### src/rtl/fp_mul_iter_pkg.sv
// Shared binary64 constants, FSM state type and packing helper for the
// iterative FP multiplier.
package fp64_pkg;

    localparam int EXP_W      = 11;
    localparam int MAN_W      = 52;
    localparam int BIAS       = 1023;
    localparam int FP_MUL_LAT = 57;

    localparam logic [63:0] FP64_QNAN = 64'h7FF8_0000_0000_0000;
    localparam logic [63:0] FP64_PINF = 64'h7FF0_0000_0000_0000;

    typedef enum logic [2:0] {
        S_IDLE   = 3'd0,
        S_UNPACK = 3'd1,
        S_MULT   = 3'd2,
        S_NORM   = 3'd3,
        S_ROUND  = 3'd4
    } state_e;

    // Assemble a binary64 word from its fields.
    function automatic logic [63:0] fp64_pack(input logic sign,
                                              input logic [EXP_W-1:0] exp,
                                              input logic [MAN_W-1:0] frac);
        return {sign, exp, frac};
    endfunction

endpackage

### src/rtl/fp_mul_iter_if.sv
// valid/finish FP-operator handshake: master is the calling FSM, slave is
// the operator.
interface fp_mul_iter_if #(parameter int DBL_WIDTH = 64);
    logic                 valid;
    logic [DBL_WIDTH-1:0] a;
    logic [DBL_WIDTH-1:0] b;
    logic [DBL_WIDTH-1:0] result;
    logic                 finish;
    logic                 busy;

    modport master (output valid, output a, output b,
                    input result, input finish, input busy);
    modport slave  (input valid, input a, input b,
                    output result, output finish, output busy);
endinterface

### src/rtl/fp_mul_iter_mant.sv
// 53x53 radix-2 shift-add mantissa multiplier. One multiplier bit is
// consumed per step; the product settles after STEPS steps.
module mant_mul_iter #(
    parameter int STEPS = 53
) (
    input  logic         clk,
    input  logic         rst_n,
    input  logic         load,
    input  logic [52:0]  multiplicand,
    input  logic [52:0]  multiplier,
    input  logic         step,
    output logic [105:0] product,
    output logic         done
);

    localparam logic [5:0] LAST = 6'(STEPS - 1);

    logic [52:0]  mcand_r;
    logic [105:0] prod_r;
    logic [5:0]   cnt_r;
    logic [53:0]  sum_s;

    // Upper half plus the multiplicand when the current multiplier bit is set.
    assign sum_s = {1'b0, prod_r[105:53]} + (prod_r[0] ? {1'b0, mcand_r} : 54'd0);

    // Load operands, then add-and-shift right once per enabled step.
    always_ff @(posedge clk or negedge rst_n) begin
        if (!rst_n) begin
            mcand_r <= 53'd0;
            prod_r  <= 106'd0;
            cnt_r   <= 6'd0;
        end else if (load) begin
            mcand_r <= multiplicand;
            prod_r  <= {53'd0, multiplier};
            cnt_r   <= 6'd0;
        end else if (step) begin
            prod_r <= {sum_s, prod_r[52:1]};
            cnt_r  <= (cnt_r == LAST) ? 6'd0 : cnt_r + 6'd1;
        end else begin
            prod_r <= prod_r;
            cnt_r  <= cnt_r;
        end
    end

    assign product = prod_r;
    assign done    = step && (cnt_r == LAST);

endmodule

### src/rtl/fp_mul_iter.sv
// IEEE-754 binary64 multiplier with a fixed 57-cycle valid-to-finish
// latency. Every operand, special or not, walks the same state sequence.
module fp_mul_iter
    import fp64_pkg::*;
(
    input  logic            clk,
    input  logic            rst_n,
    fp_mul_iter_if.slave    bus
);

    state_e             state_r;
    logic [63:0]        a_r;
    logic [63:0]        b_r;
    logic               sign_r;
    logic               special_r;
    logic [63:0]        special_val_r;
    logic signed [12:0] exp_r;
    logic [52:0]        man_r;
    logic               guard_r;
    logic               sticky_r;
    logic [63:0]        result_r;
    logic               finish_r;
    logic               busy_r;

    // Operand fields and classification (subnormals are flushed to zero).
    logic [EXP_W-1:0]   ea_s, eb_s;
    logic [MAN_W-1:0]   fa_s, fb_s;
    logic               a_zero_s, b_zero_s, a_inf_s, b_inf_s, a_nan_s, b_nan_s;
    logic               is_nan_s, is_inf_s, is_zero_s, sign_s;
    logic [52:0]        ma_s, mb_s;
    logic signed [12:0] exp_sum_s;
    logic [63:0]        special_val_s;

    assign ea_s     = a_r[62:52];
    assign eb_s     = b_r[62:52];
    assign fa_s     = a_r[51:0];
    assign fb_s     = b_r[51:0];
    assign a_zero_s = (ea_s == 11'd0);
    assign b_zero_s = (eb_s == 11'd0);
    assign a_inf_s  = (ea_s == 11'h7FF) && (fa_s == 52'd0);
    assign b_inf_s  = (eb_s == 11'h7FF) && (fb_s == 52'd0);
    assign a_nan_s  = (ea_s == 11'h7FF) && (fa_s != 52'd0);
    assign b_nan_s  = (eb_s == 11'h7FF) && (fb_s != 52'd0);
    assign sign_s   = a_r[63] ^ b_r[63];
    assign is_nan_s = a_nan_s || b_nan_s || (a_inf_s && b_zero_s) || (a_zero_s && b_inf_s);
    assign is_inf_s = a_inf_s || b_inf_s;
    assign is_zero_s = a_zero_s || b_zero_s;
    assign ma_s     = a_zero_s ? 53'd0 : {1'b1, fa_s};
    assign mb_s     = b_zero_s ? 53'd0 : {1'b1, fb_s};
    assign exp_sum_s = $signed({2'b00, ea_s}) + $signed({2'b00, eb_s}) - $signed(13'(BIAS));

    // Pick the forced result for NaN / infinity / zero operands.
    always_comb begin
        special_val_s = 64'd0;
        if (is_nan_s) begin
            special_val_s = FP64_QNAN;
        end else if (is_inf_s) begin
            special_val_s = FP64_PINF | {sign_s, 63'd0};
        end else begin
            special_val_s = {sign_s, 63'd0};
        end
    end

    // Mantissa engine.
    logic [105:0] prod_s;
    logic         mm_done_s;
    logic         mm_load_s;
    logic         mm_step_s;

    assign mm_load_s = (state_r == S_UNPACK);
    assign mm_step_s = (state_r == S_MULT);

    mant_mul_iter #(.STEPS(FP_MUL_LAT - 4)) u_mant (
        .clk          (clk),
        .rst_n        (rst_n),
        .load         (mm_load_s),
        .multiplicand (ma_s),
        .multiplier   (mb_s),
        .step         (mm_step_s),
        .product      (prod_s),
        .done         (mm_done_s)
    );

    // Normalisation: product lies in [2^104, 2^106) for normal operands.
    logic        hi_s;
    logic [52:0] norm_man_s;
    logic        norm_guard_s;
    logic        norm_sticky_s;

    assign hi_s          = prod_s[105];
    assign norm_man_s    = hi_s ? prod_s[105:53] : prod_s[104:52];
    assign norm_guard_s  = hi_s ? prod_s[52] : prod_s[51];
    assign norm_sticky_s = hi_s ? (|prod_s[51:0]) : (|prod_s[50:0]);

    // Round to nearest, ties to even; a carry-out bumps the exponent.
    logic               round_up_s;
    logic [53:0]        man_rnd_s;
    logic signed [12:0] exp_fin_s;
    logic [MAN_W-1:0]   frac_s;
    logic [63:0]        packed_s;

    assign round_up_s = guard_r && (sticky_r || man_r[0]);
    assign man_rnd_s  = {1'b0, man_r} + {53'd0, round_up_s};
    assign exp_fin_s  = exp_r + (man_rnd_s[53] ? 13'sd1 : 13'sd0);
    assign frac_s     = man_rnd_s[53] ? man_rnd_s[52:1] : man_rnd_s[51:0];

    // Final packing with overflow to infinity and flush-to-zero underflow.
    always_comb begin
        packed_s = 64'd0;
        if (special_r) begin
            packed_s = special_val_r;
        end else if (exp_fin_s >= 13'sd2047) begin
            packed_s = FP64_PINF | {sign_r, 63'd0};
        end else if (exp_fin_s <= 13'sd0) begin
            packed_s = {sign_r, 63'd0};
        end else begin
            packed_s = fp64_pack(sign_r, exp_fin_s[10:0], frac_s);
        end
    end

    // Operator FSM: sequences unpack, multiply, normalise and round.
    always_ff @(posedge clk or negedge rst_n) begin
        if (!rst_n) begin
            state_r       <= S_IDLE;
            a_r           <= 64'd0;
            b_r           <= 64'd0;
            sign_r        <= 1'b0;
            special_r     <= 1'b0;
            special_val_r <= 64'd0;
            exp_r         <= 13'sd0;
            man_r         <= 53'd0;
            guard_r       <= 1'b0;
            sticky_r      <= 1'b0;
            result_r      <= 64'd0;
            finish_r      <= 1'b0;
            busy_r        <= 1'b0;
        end else begin
            finish_r <= 1'b0;
            case (state_r)
                S_IDLE: begin
                    if (bus.valid) begin
                        a_r     <= bus.a;
                        b_r     <= bus.b;
                        busy_r  <= 1'b1;
                        state_r <= S_UNPACK;
                    end else begin
                        busy_r  <= 1'b0;
                    end
                end
                S_UNPACK: begin
                    sign_r        <= sign_s;
                    special_r     <= is_nan_s || is_inf_s || is_zero_s;
                    special_val_r <= special_val_s;
                    exp_r         <= exp_sum_s;
                    state_r       <= S_MULT;
                end
                S_MULT: begin
                    if (mm_done_s) begin
                        state_r <= S_NORM;
                    end else begin
                        state_r <= S_MULT;
                    end
                end
                S_NORM: begin
                    man_r    <= norm_man_s;
                    guard_r  <= norm_guard_s;
                    sticky_r <= norm_sticky_s;
                    exp_r    <= exp_r + (hi_s ? 13'sd1 : 13'sd0);
                    state_r  <= S_ROUND;
                end
                S_ROUND: begin
                    result_r <= packed_s;
                    finish_r <= 1'b1;
                    state_r  <= S_IDLE;
                end
                default: begin
                    busy_r  <= 1'b0;
                    state_r <= S_IDLE;
                end
            endcase
        end
    end

    assign bus.result = result_r;
    assign bus.finish = finish_r;
    assign bus.busy   = busy_r;

endmodule

### src/flat_wrapper.sv
// flat-port wrapper written by rule: the top's interface ports become plain ports
module fp_mul_iter_flat import fp64_pkg::*;
  (clk, rst_n, bus_valid, bus_a, bus_b, bus_result, bus_finish, bus_busy);
  fp_mul_iter_if bus_i ();
  input  logic clk;
  input  logic rst_n;
  input wire logic [$bits(bus_i.valid)-1:0] bus_valid;
  input wire logic [$bits(bus_i.a)-1:0] bus_a;
  input wire logic [$bits(bus_i.b)-1:0] bus_b;
  output wire logic [$bits(bus_i.result)-1:0] bus_result;
  output wire logic [$bits(bus_i.finish)-1:0] bus_finish;
  output wire logic [$bits(bus_i.busy)-1:0] bus_busy;
  assign bus_i.valid = bus_valid;
  assign bus_i.a = bus_a;
  assign bus_i.b = bus_b;
  assign bus_result = bus_i.result;
  assign bus_finish = bus_i.finish;
  assign bus_busy = bus_i.busy;
  fp_mul_iter u_core (.clk(clk), .rst_n(rst_n), .bus(bus_i));
endmodule
### config.mk
export PLATFORM = sky130hd
export DESIGN_NAME = fp_mul_iter_flat
export DESIGN_NICKNAME = d
export VERILOG_FILES = /design/src/rtl/fp_mul_iter_pkg.sv /design/src/rtl/fp_mul_iter_if.sv /design/src/rtl/fp_mul_iter_mant.sv /design/src/rtl/fp_mul_iter.sv /design/src/flat_wrapper.sv
export SDC_FILE = /design/constraint.sdc
export NUM_CORES = 1
export LEC_CHECK = 0
export CORE_ASPECT_RATIO = 0.9
export CORE_MARGIN = 2
export CORE_UTILIZATION = 55
export DETAILED_ROUTE_END_ITERATION = 6
export PLACE_DENSITY = 0.86
export SYNTH_ARGS = -nofsm -noshare
export SYNTH_HDL_FRONTEND = slang
export SYNTH_SLANG_ARGS = --single-unit
### constraint.sdc
create_clock -name clk -period 5 [get_ports clk]
set_clock_uncertainty 0.05 [all_clocks]
set_input_delay 0.5 -clock clk [delete_from_list [all_inputs] [get_ports clk]]
set_output_delay 0.5 -clock clk [all_outputs]
set_load 0.05 [all_outputs]
-- Word level (Yosys, flattened, before mapping)
Cells that the tools add are included.
- register bits after elaboration: 496
- bits of input ports: 131
- add/sub/neg operators: 7
- magnitude comparators: 2
- eq/ne operators: 8
- muxes and demuxes: 26
- bitwise operators: 1
- reductions and logical operators: 29
- operators by type and width (operator ; number):
    106-bit two-way mux ; 2
    53-bit two-way mux ; 4
    63-bit two-way mux ; 3
    64-bit two-way mux ; 2
    52-bit logical NOT ; 2
    52-bit nonzero test ; 2
    53-bit by 1-bit adder with 54-bit output ; 1
    53-bit by 54-bit adder with 54-bit output ; 1
    52-bit two-way mux ; 1
    52-bit OR reduction ; 1
    51-bit OR reduction ; 1
    13-bit adder ; 2
    13-bit one-hot mux with 2 select lines ; 1
    11-bit equality test, second input constant ; 2
    11-bit logical NOT ; 2
    6-bit two-way mux ; 3
    13-bit by 12-bit >= comparator with 1-bit output, second input constant ; 1
    13-bit by 1-bit less-or-equal comparator with 1-bit output, second input constant ; 1
    13-bit by 11-bit subtractor with 13-bit output, second input constant ; 1
    11-bit by 11-bit adder with 12-bit output ; 1
    3-bit one-hot mux with 4 select lines ; 1
    1-bit logical AND ; 8
    1-bit logical OR ; 8
    1-bit two-way mux ; 7
    other kinds (13) ; 15

-- Logic depth before layout (Yosys ltp)
- depth in word-level cells: 9
- mapped depth: 22
- gate-level depth less buffers: 19

-- Hierarchy
A second synthesis with hierarchy kept.
- cell total of the unflattened synthesis: 2451
- area, all modules: 24395.9 um2
- by module, submodules not included (module ; times used ; cells an instance ; area each (um2)):
    fp_mul_iter ; 1 ; 1366 ; 14117.3
    mant_mul_iter ; 1 ; 1085 ; 10278.6

-- Least setup slack after synthesis
OpenSTA, ideal clock, no wires.
- kind: register -> register
- start: register u_core.man_r[0]
- end: register u_core.result_r[39] (netlist: u_core.bus.result[39])
- setup time: 0.128 ns
- arrival time: 4.311 ns
- path slack: 0.512 ns
- cell stages (with the launch flop): 23
- path buffers: 3
- clock period less this slack: 4.488 ns
- path through: dfrtp_1 > o21a_1 > ha_1 > and3_1 > nand2_1 > nor3_1 > and4_1 > nand4_1 > nor4_1 > ha_1 > ha_1 > nand3_2 > nor2_1 > nand3_1 > o31ai_1 > nand4_1 > o41a_2 > or3b_1 > buf_2 > nand2b_1 > buf_4 > buf_4 > o211ai_2
- word-level cells in the longest chain between the ends: 9
- elaborated cells on any way between the ends: 11
- classes of those cells: 2 x add/sub; 2 x order compare; 5 x mux; 2 x reduce/logical
- RTL lines (element ; line ; source):
    start, declared ; fp_mul_iter.sv:18 ; logic [52:0] man_r;
    start signal, assigned ; fp_mul_iter.sv:165 ; man_r <= norm_man_s;
    1-bit logical OR ; fp_mul_iter.sv:102 ; assign round_up_s = guard_r && (sticky_r || man_r[0]);
    1-bit logical AND ; fp_mul_iter.sv:102 ;
    53-bit by 1-bit adder with 54-bit output * ; fp_mul_iter.sv:103 ; assign man_rnd_s = {1'b0, man_r} + {53'd0, round_up_s};
    1-bit two-way mux ; fp_mul_iter.sv:104 ; assign exp_fin_s = exp_r + (man_rnd_s[53] ? 13'sd1 : 13'sd0);
    13-bit adder ; fp_mul_iter.sv:104 ;
    13-bit by 1-bit less-or-equal comparator with 1-bit output ; fp_mul_iter.sv:114 ; end else if (exp_fin_s <= 13'sd0) begin
    63-bit two-way mux ; fp_mul_iter.sv:114 ;
    63-bit two-way mux * ; fp_mul_iter.sv:112 ; end else if (exp_fin_s >= 13'sd2047) begin
    64-bit two-way mux * ; fp_mul_iter.sv:110 ; if (special_r) begin
    end signal, assigned ; fp_mul_iter.sv:172 ; result_r <= packed_s;
    end, declared ; fp_mul_iter.sv:21 ; logic [63:0] result_r;
Every way passes the cells marked *; elsewhere a longest branch is shown, timed or not.
A chain may end at the register's enable or synchronous reset.

-- Final worst setup path
- start: register u_core.man_r[0]
- end: register u_core.result_r[49] (netlist: u_core.bus.result[49])
Same word-level chain as after synthesis.

==> impl_metrics.ini <==
[cts]
tritoncts = yes
tritoncts_num_sinks = 435
cts.reportedPaths.clkPinSlew_ns = 0.06
cts.htree.levels = 2
ctsRootBufferMaster = sky130_fd_sc_hd__clkbuf_16
clock_insertion_delay_worst_skew_ns = 0.61
post-cts-setup-buffer-count = 0
tritoncts.num_buffers = 46
cts.path.max_buffers = 3

[critical_path]
worstRegToRegCells = 20
setup.worst_path.class = flop to flop
critical_path.cell_chain = o21a_1, ha_1, and3_1, nand2_1, nor3_1, buf_4, and4_1, nand4_1, nor4_2, buf_4, ha_1, and3_1, nand3_1, nor2_1, xor2_1, o41a_2, or3b_1, or3_1, buf_12, o211ai_1
worstReg2RegStart = u_core.man_r[0]
worst_setup_path_startpoint = u_core.man_r[0]
worstReg2RegEnd = u_core.bus.result[49]
worst_setup_path_end_kind = flop
crit_path_end = u_core.bus.result[49]
setup.reg_to_reg.worst_slack_ns = 0.27
kind_of_start_point_of_the_critical_path = flop
cp.required_ns = 5.45
path_max_fanout = 24
cp_data_arrival_time_ns = 5.17
slowest_delay_ns = 0.43
crit_path_top_delay_cell = sky130_fd_sc_hd__or3_1

[grt]
met1_usage_pct = 39.0
grt_use_total_pct = 26.9
grt_util_met3_pct = 3.82
grt_max_degree = 129
grt.overflow.total = 0
grt_first_pass_wirelength_mm = 96.7
use_met2_pct = 42.0
grt_antenna_before_repair = 6
grt_pass1_vias = 18272
grt_most_used_layer = met2

[drt]
post_drt_wl_per_cell_um = 19.1
postRouteAntennaNets = 0
finalWirelength_mm = 59.5
via_count = 18759
detail_route.iter0.violations = 1574
via_per_inst = 6.04
firstDrtPassIters = 5
drc = 0

[timing]
finalSetupViolations = 0
grt_setup_unrepaired = false
hold_violations = 0
max-slew-margin-rel_pct = 24.8
final.setup.tns_ns = 0
post-route-period-util_pct = 94.5
final_max_slew_viol_count = 0
timing.fmax_mhz = 212
layout_min_cycle_time_ns = 4.73
tightest_slew_ns = 1.13

[yosys]
synth_area_um2 = 23400
syn_area_per_cell_um2 = 9.76
multiplexer_area_fraction_after_synthesis_pct = 11.1
synth_top_cell_area_share_pct = 46.6
seq_area_frac_synth_pct = 46.6
synthFlopType = sky130_fd_sc_hd__dfrtp_1
synth-edff-count = 0
synth_fp_nets = 2599
largest_family_of_logic_cells_by_synthesized_area = simple AND/OR/NAND/NOR gates
yosys-top-cells-area = sky130_fd_sc_hd__dfrtp_1, sky130_fd_sc_hd__mux2_2, sky130_fd_sc_hd__o21ai_0, sky130_fd_sc_hd__nand2_1, sky130_fd_sc_hd__mux2i_1
synthSimpleGateAreaFrac_pct = 16.3
synth_seq_cells = 435
post_synth_inst_count = 2393
ys.warnings.count = 0
yosys.area_share.xor_xnor_pct = 4.54
synthDominantAreaCellType = sky130_fd_sc_hd__dfrtp_1
synth_async_sr_flop_share_pct = 100
post_synth_num_cell_types = 71
synth_compound_area_share_pct = 14.4
yosys.area_share.adder_pct = 4.08

[die]
die_width_um = 221
die_area_um2 = 44100
core.rowCount = 71
core_um2 = 41800
ioPinCount = 197
start_util_pct = 55.8
die_height_um = 199

[run]
max_cap_violations = 0

[power]
switching_share_pct = 41.9
leakagePower_nw = 11.9
power_density_nw_per_um2 = 658
power.ir.vdd_worst_mv = 0.420
intPower_mw = 10.5
clkPwrFrac_pct = 20.5
pwr-share-comb_pct = 41.3
seq_power_share_pct = 38.3
switchingPower_mw = 7.56

[final_layout]
fin_area_um2 = 27400
layout-area-overhead-vs-synth_pct = 17.4
nets = 2726
post_route_cells_drive_above_1_share_pct = 11.1

[place]
detailed_place.area_um2 = 25700
place.gp.congestion = 0.940
detailed_placement_wirelength_estimate_mm = 42.1
io_buffers = 196

[outcome]
run_status = complete, no violations

[hold_path]
hold_path_class = flop to flop
==> power groups by stage <==
stage	Combinational, mW	Clock (mW)	Sequential (mW)
detailed placement	7.31	0	6.88
floorplan	5.36	0	6.56
CTS	7.40	3.75	6.84
finish	7.45	3.69	6.91
global route	8.21	3.89	7.11
global placement	7.07	0	6.77
==> registers in the layout (all words and copies together) (netlist names) <==
register,cells
u_core.state_r,3
u_core.bus.result,64
u_core.special_val_r,3
u_core.special_r,1
u_core.guard_r,1
u_core.exp_r,13
u_core.u_mant.product,106
u_core.bus.finish,1
u_core.sign_r,1
u_core.sticky_r,1
u_core.a_r,64
u_core.u_mant.mcand_r,53
u_core.u_mant.cnt_r,6
u_core.bus.busy,1
u_core.man_r,53
u_core.b_r,64
==> worst max-delay path, delay by kind of cell (launching register included) <==
kind | cells | cell delay, ns
XOR/XNOR | 1 | 0.27
AO/OA/AOI/OAI | 3 | 0.47
flip-flops | 1 | 0.39
adder cells (fa/ha/maj) | 2 | 0.31
AND/OR/NAND/NOR | 11 | 2.62
buffers and inverters | 3 | 0.54
==> worst min-delay path by stage <==
stage | from | end | slack, ns | cells after the start
6_report | u_core.u_mant.mcand_r[49] | u_core.u_mant.mcand_r[49] | 0.42 | 2
5_1_grt | bus_b[25] | u_core.b_r[25] | 0.44 | 2
4_1_cts | u_core.u_mant.mcand_r[49] | u_core.u_mant.mcand_r[49] | 0.43 | 2
3_5_place_dp | u_core.u_mant.mcand_r[49] | u_core.u_mant.mcand_r[49] | 0.41 | 2
3_3_place_gp | u_core.u_mant.mcand_r[40] | u_core.u_mant.mcand_r[40] | 0.41 | 2
2_1_floorplan | rst_n | u_core.a_r[0] | 0.15 | 0
==> synthesized netlist by cell type (4+ instances only) <==
library cell	n
sky130_fd_sc_hd__a31oi_1	10
sky130_fd_sc_hd__o21ai_0	282
sky130_fd_sc_hd__a22oi_1	5
sky130_fd_sc_hd__inv_1	27
sky130_fd_sc_hd__nor2b_1	7
sky130_fd_sc_hd__a22o_1	9
sky130_fd_sc_hd__a211oi_1	9
sky130_fd_sc_hd__a21o_1	42
sky130_fd_sc_hd__buf_4	5
sky130_fd_sc_hd__a21oi_1	86
sky130_fd_sc_hd__o21a_1	6
sky130_fd_sc_hd__o211ai_2	20
sky130_fd_sc_hd__buf_1	18
sky130_fd_sc_hd__nor2_1	81
sky130_fd_sc_hd__a221oi_1	6
sky130_fd_sc_hd__nand2b_1	12
sky130_fd_sc_hd__ha_1	73
sky130_fd_sc_hd__o311ai_0	5
sky130_fd_sc_hd__clkbuf_1	111
sky130_fd_sc_hd__or3_1	5
sky130_fd_sc_hd__o21ai_1	8
sky130_fd_sc_hd__nand4_1	46
sky130_fd_sc_hd__o21bai_1	8
sky130_fd_sc_hd__xor2_1	72
sky130_fd_sc_hd__and2_1	60
sky130_fd_sc_hd__nand2_1	364
sky130_fd_sc_hd__o211ai_1	12
sky130_fd_sc_hd__and4_1	7
sky130_fd_sc_hd__o31a_1	4
sky130_fd_sc_hd__mux2_2	130
sky130_fd_sc_hd__nor4_1	48
sky130_fd_sc_hd__a21boi_0	4
sky130_fd_sc_hd__mux2i_1	112
sky130_fd_sc_hd__xnor2_1	49
sky130_fd_sc_hd__or2_2	5
sky130_fd_sc_hd__a211o_1	5
sky130_fd_sc_hd__nor3_1	26
sky130_fd_sc_hd__a41oi_1	4
sky130_fd_sc_hd__dfrtp_1	435
sky130_fd_sc_hd__and3_1	21
sky130_fd_sc_hd__nand3_1	103
sky130_fd_sc_hd__o31ai_1	6
sky130_fd_sc_hd__buf_2	6
==> metal layers <==
metal  up-vias  wire length [um]
met1      9228             27200
met2       619             26900
met4         2              1530
met3       102              3830
li1       8808                 -
met5         -                16
==> cell type report <==
type / count / area, um^2
diodes: 5 / 12.5
multi-input cells: 1787 / 11800
clock inverters: 21 / 363
inverters: 27 / 101
well taps: 547 / 684
flip-flops and latches: 435 / 10900
clock buffers: 63 / 1290
repair buffers: 223 / 2250
fillers: 3226 / 14400
==> layout by cell type (no fill, tap or decap), types with 9 or more instances in the layout <==
cell type                         netlist  final
sky130_fd_sc_hd__o21ai_0              282    282
sky130_fd_sc_hd__xor2_1                72     72
sky130_fd_sc_hd__clkdlybuf4s50_1        0    195
sky130_fd_sc_hd__a31oi_1               10     10
sky130_fd_sc_hd__a211oi_1               9      9
sky130_fd_sc_hd__clkbuf_16              0     47
sky130_fd_sc_hd__and3_1                21     21
sky130_fd_sc_hd__nand4_1               46     46
sky130_fd_sc_hd__o211ai_1              12     12
sky130_fd_sc_hd__ha_1                  73     73
sky130_fd_sc_hd__nand2b_1              12     10
sky130_fd_sc_hd__buf_4                  5     19
sky130_fd_sc_hd__mux2_2               130    130
sky130_fd_sc_hd__a22o_1                 9      9
sky130_fd_sc_hd__a21o_1                42     42
sky130_fd_sc_hd__o211ai_2              20     20
sky130_fd_sc_hd__nor4_1                48     46
sky130_fd_sc_hd__nor3_1                26     26
sky130_fd_sc_hd__nor2_1                81     78
sky130_fd_sc_hd__and2_1                60     60
sky130_fd_sc_hd__nand3_1              103    102
sky130_fd_sc_hd__mux2i_1              112    112
sky130_fd_sc_hd__clkbuf_1             111      9
sky130_fd_sc_hd__a21oi_1               86     86
sky130_fd_sc_hd__xnor2_1               49     49
sky130_fd_sc_hd__inv_1                 27     27
sky130_fd_sc_hd__nand2_1              364    362
sky130_fd_sc_hd__dfrtp_1              435    434
==> per-stage QoR <==
stage               hold slack [ns]  utilization, %  setup WS (ns)  cells  power [mW]
global route                  0.443            65.6        0.00610   3108        19.2
detailed placement            0.412            61.4          0.130   3016        14.2
global placement              0.406            61.4          0.299   3016        13.8
CTS                           0.426            65.4          0.119   3101        18.0
floorplan                     0.154               -          0.512   2393        11.9
finish                        0.420            65.6          0.273   3108        18.1
==> cells by family after synthesis <==
| logic type | count (synthesis) |
|---|---|
| and+or+nand+nor | 800 |
| AOI/OAI and AO/OA | 549 |
| DFF | 435 |
| muxes | 242 |
| buffers and inverters | 171 |
| xor gates and xnor gates | 121 |
| adders and majority gates | 75 |
==> repair_timing <==
| action | CTS | global route |
|---|---|---|
| gates resized for setup | 0 | 8 |
| endpoints found under the hold margin | 102 | 0 |
| endpoints found under the setup margin | 0 | 49 |
| hold buffers | 1 | 0 |
Power figures use the tool's default switching activity.
==> patch, RTL diff (config.mk and constraints unchanged) <==
Encoding of `state_e`: now one-hot (5 bits for 5 states).
--- a/src/rtl/fp_mul_iter_pkg.sv
+++ b/src/rtl/fp_mul_iter_pkg.sv
@@ -12,8 +12,8 @@
 
-    typedef enum logic [2:0] {
-        S_IDLE   = 3'd0,
-        S_UNPACK = 3'd1,
-        S_MULT   = 3'd2,
-        S_NORM   = 3'd3,
-        S_ROUND  = 3'd4
+    typedef enum logic [4:0] {
+        S_IDLE   = 5'b00001,
+        S_UNPACK = 5'b00010,
+        S_MULT   = 5'b00100,
+        S_NORM   = 5'b01000,
+        S_ROUND  = 5'b10000
     } state_e;
Function: no difference found for any inputs over 4 cycles, from zero or initial values and one cycle with rst_n low; so few cycles prove little.
==> patch against the original RTL <==
The flow now finishes with violations (design-rule violations); routed wire length increased by 1.4%; count of clock-buffer cells in the layout rose by 6; combinational power fell by 47%; area after synthesis grew 0.36%; design area fell by 0.94%; power fell by 28%; via count is 6.4% higher; sequential cell count increased by 2; setup slack better by 66 ps; non-clock buffer count shrank 4; largest cell class unchanged.
==> patch: results (changes against the original RTL) <==
Detailed routing
  – # DRC: 14 (+14)
  – Routed wire length: 60300 microns (+1.4%)
  – DRT Pass-1 Iters: 7 (+2)
  – Met1 WL: 28600 microns (+4.9%)
  – Top sig layer: met4
  – Via-to-Cell Ratio: 5.84 (-3.3%)
  – Drt initial violations: 1811 (+15%)

Placed design
  – Cell count after placement: 3339 (+11%)
  – Placed instance area: 25700 sq um (about the same)
  – Detail Placement HPWL: 43300 microns (+2.7%)

Min path
  – Hold WC Path Type: input port to flop
  – Hold wc startpoint: bus_b[22]
  – Worst hold endpoint: u_core.b_r[22]

Yosys
  – Top cells by count, synth: nand2_1, dfrtp_1, o21ai_0
  – Syn Nets: 2947 (+13%)
  – Synthesized area per cell: 8.55 sq um (-12%)
  – Sequential-to-total area share from yosys stat: 46.7% (+0.050 points)

Critical path
  – Worst path slowest cell: or3b_4
  – Reg2reg setup slack: 340 ps (+70 ps)

Final layout
  – Final #Nets: 3045 (+12%)
  – Clk cell area share: 5.45% (-0.59 points)
  – Multi-input logic portion of the cell area: 43.3% (+0.18 points)
  – Clock buf count: 69 (+9.5%)
  – Buffers outside the clock class: 219 (-1.8%)

Power
  – Worst VDD drop: 0.284 mV (-32%)
  – Combinational power: 3.95 mW (-47%)
  – Switching Power: 4.88 mW (-36%)
  – Pwr dens: 478 nW/um^2 (-27%)

Timing
  – Worst-margin pin slew: 1230 ps (+100 ps)

Global routing
  – Global Route Usage Sum: 27.2% (+0.31 points)
  – Met3 usage in global routing: 3.94% (+0.11 points)
  – Initial antenna violation count: 0 (-6)

CTS
  – Worst skew pair latency: 580 ps (-30 ps)

Status
  – Violated checks: design-rule violations
  – Outcome: complete, but fails checks
patch: how the worst max path moves through the flow:
stage	cells past startpoint	slack (ps)	to	from
finish	16	340	u_core.bus.result[17]	u_core.man_r[0]
global route	16	40	u_core.bus.result[5]	u_core.man_r[0]
CTS	16	350	u_core.bus.result[17]	u_core.man_r[0]
detailed placement	16	380	u_core.bus.result[17]	u_core.man_r[0]
global placement	16	620	u_core.bus.result[25]	u_core.man_r[0]
floorplan	20	820	u_core.bus.result[17]	u_core.man_r[0]
patch: kinds of logic (layout without fill, tap and decap cells):
family	after synthesis	after routing	synth area share, %
compound gates	597	597	14.7
flops	437	437	46.7
simple gates	1250	1250	23.9
mux	59	59	2.52
buf+inv	194	326	3.29
fa+ha+maj	75	75	4.07
xor+xnor	129	129	4.82
patch: worst max-delay path, delay by kind of cell (launching register included):
family / cells / cell delay, ps
flops: 1 / 380
fa+ha+maj: 2 / 500
simple gates: 9 / 2680
compound gates: 5 / 950
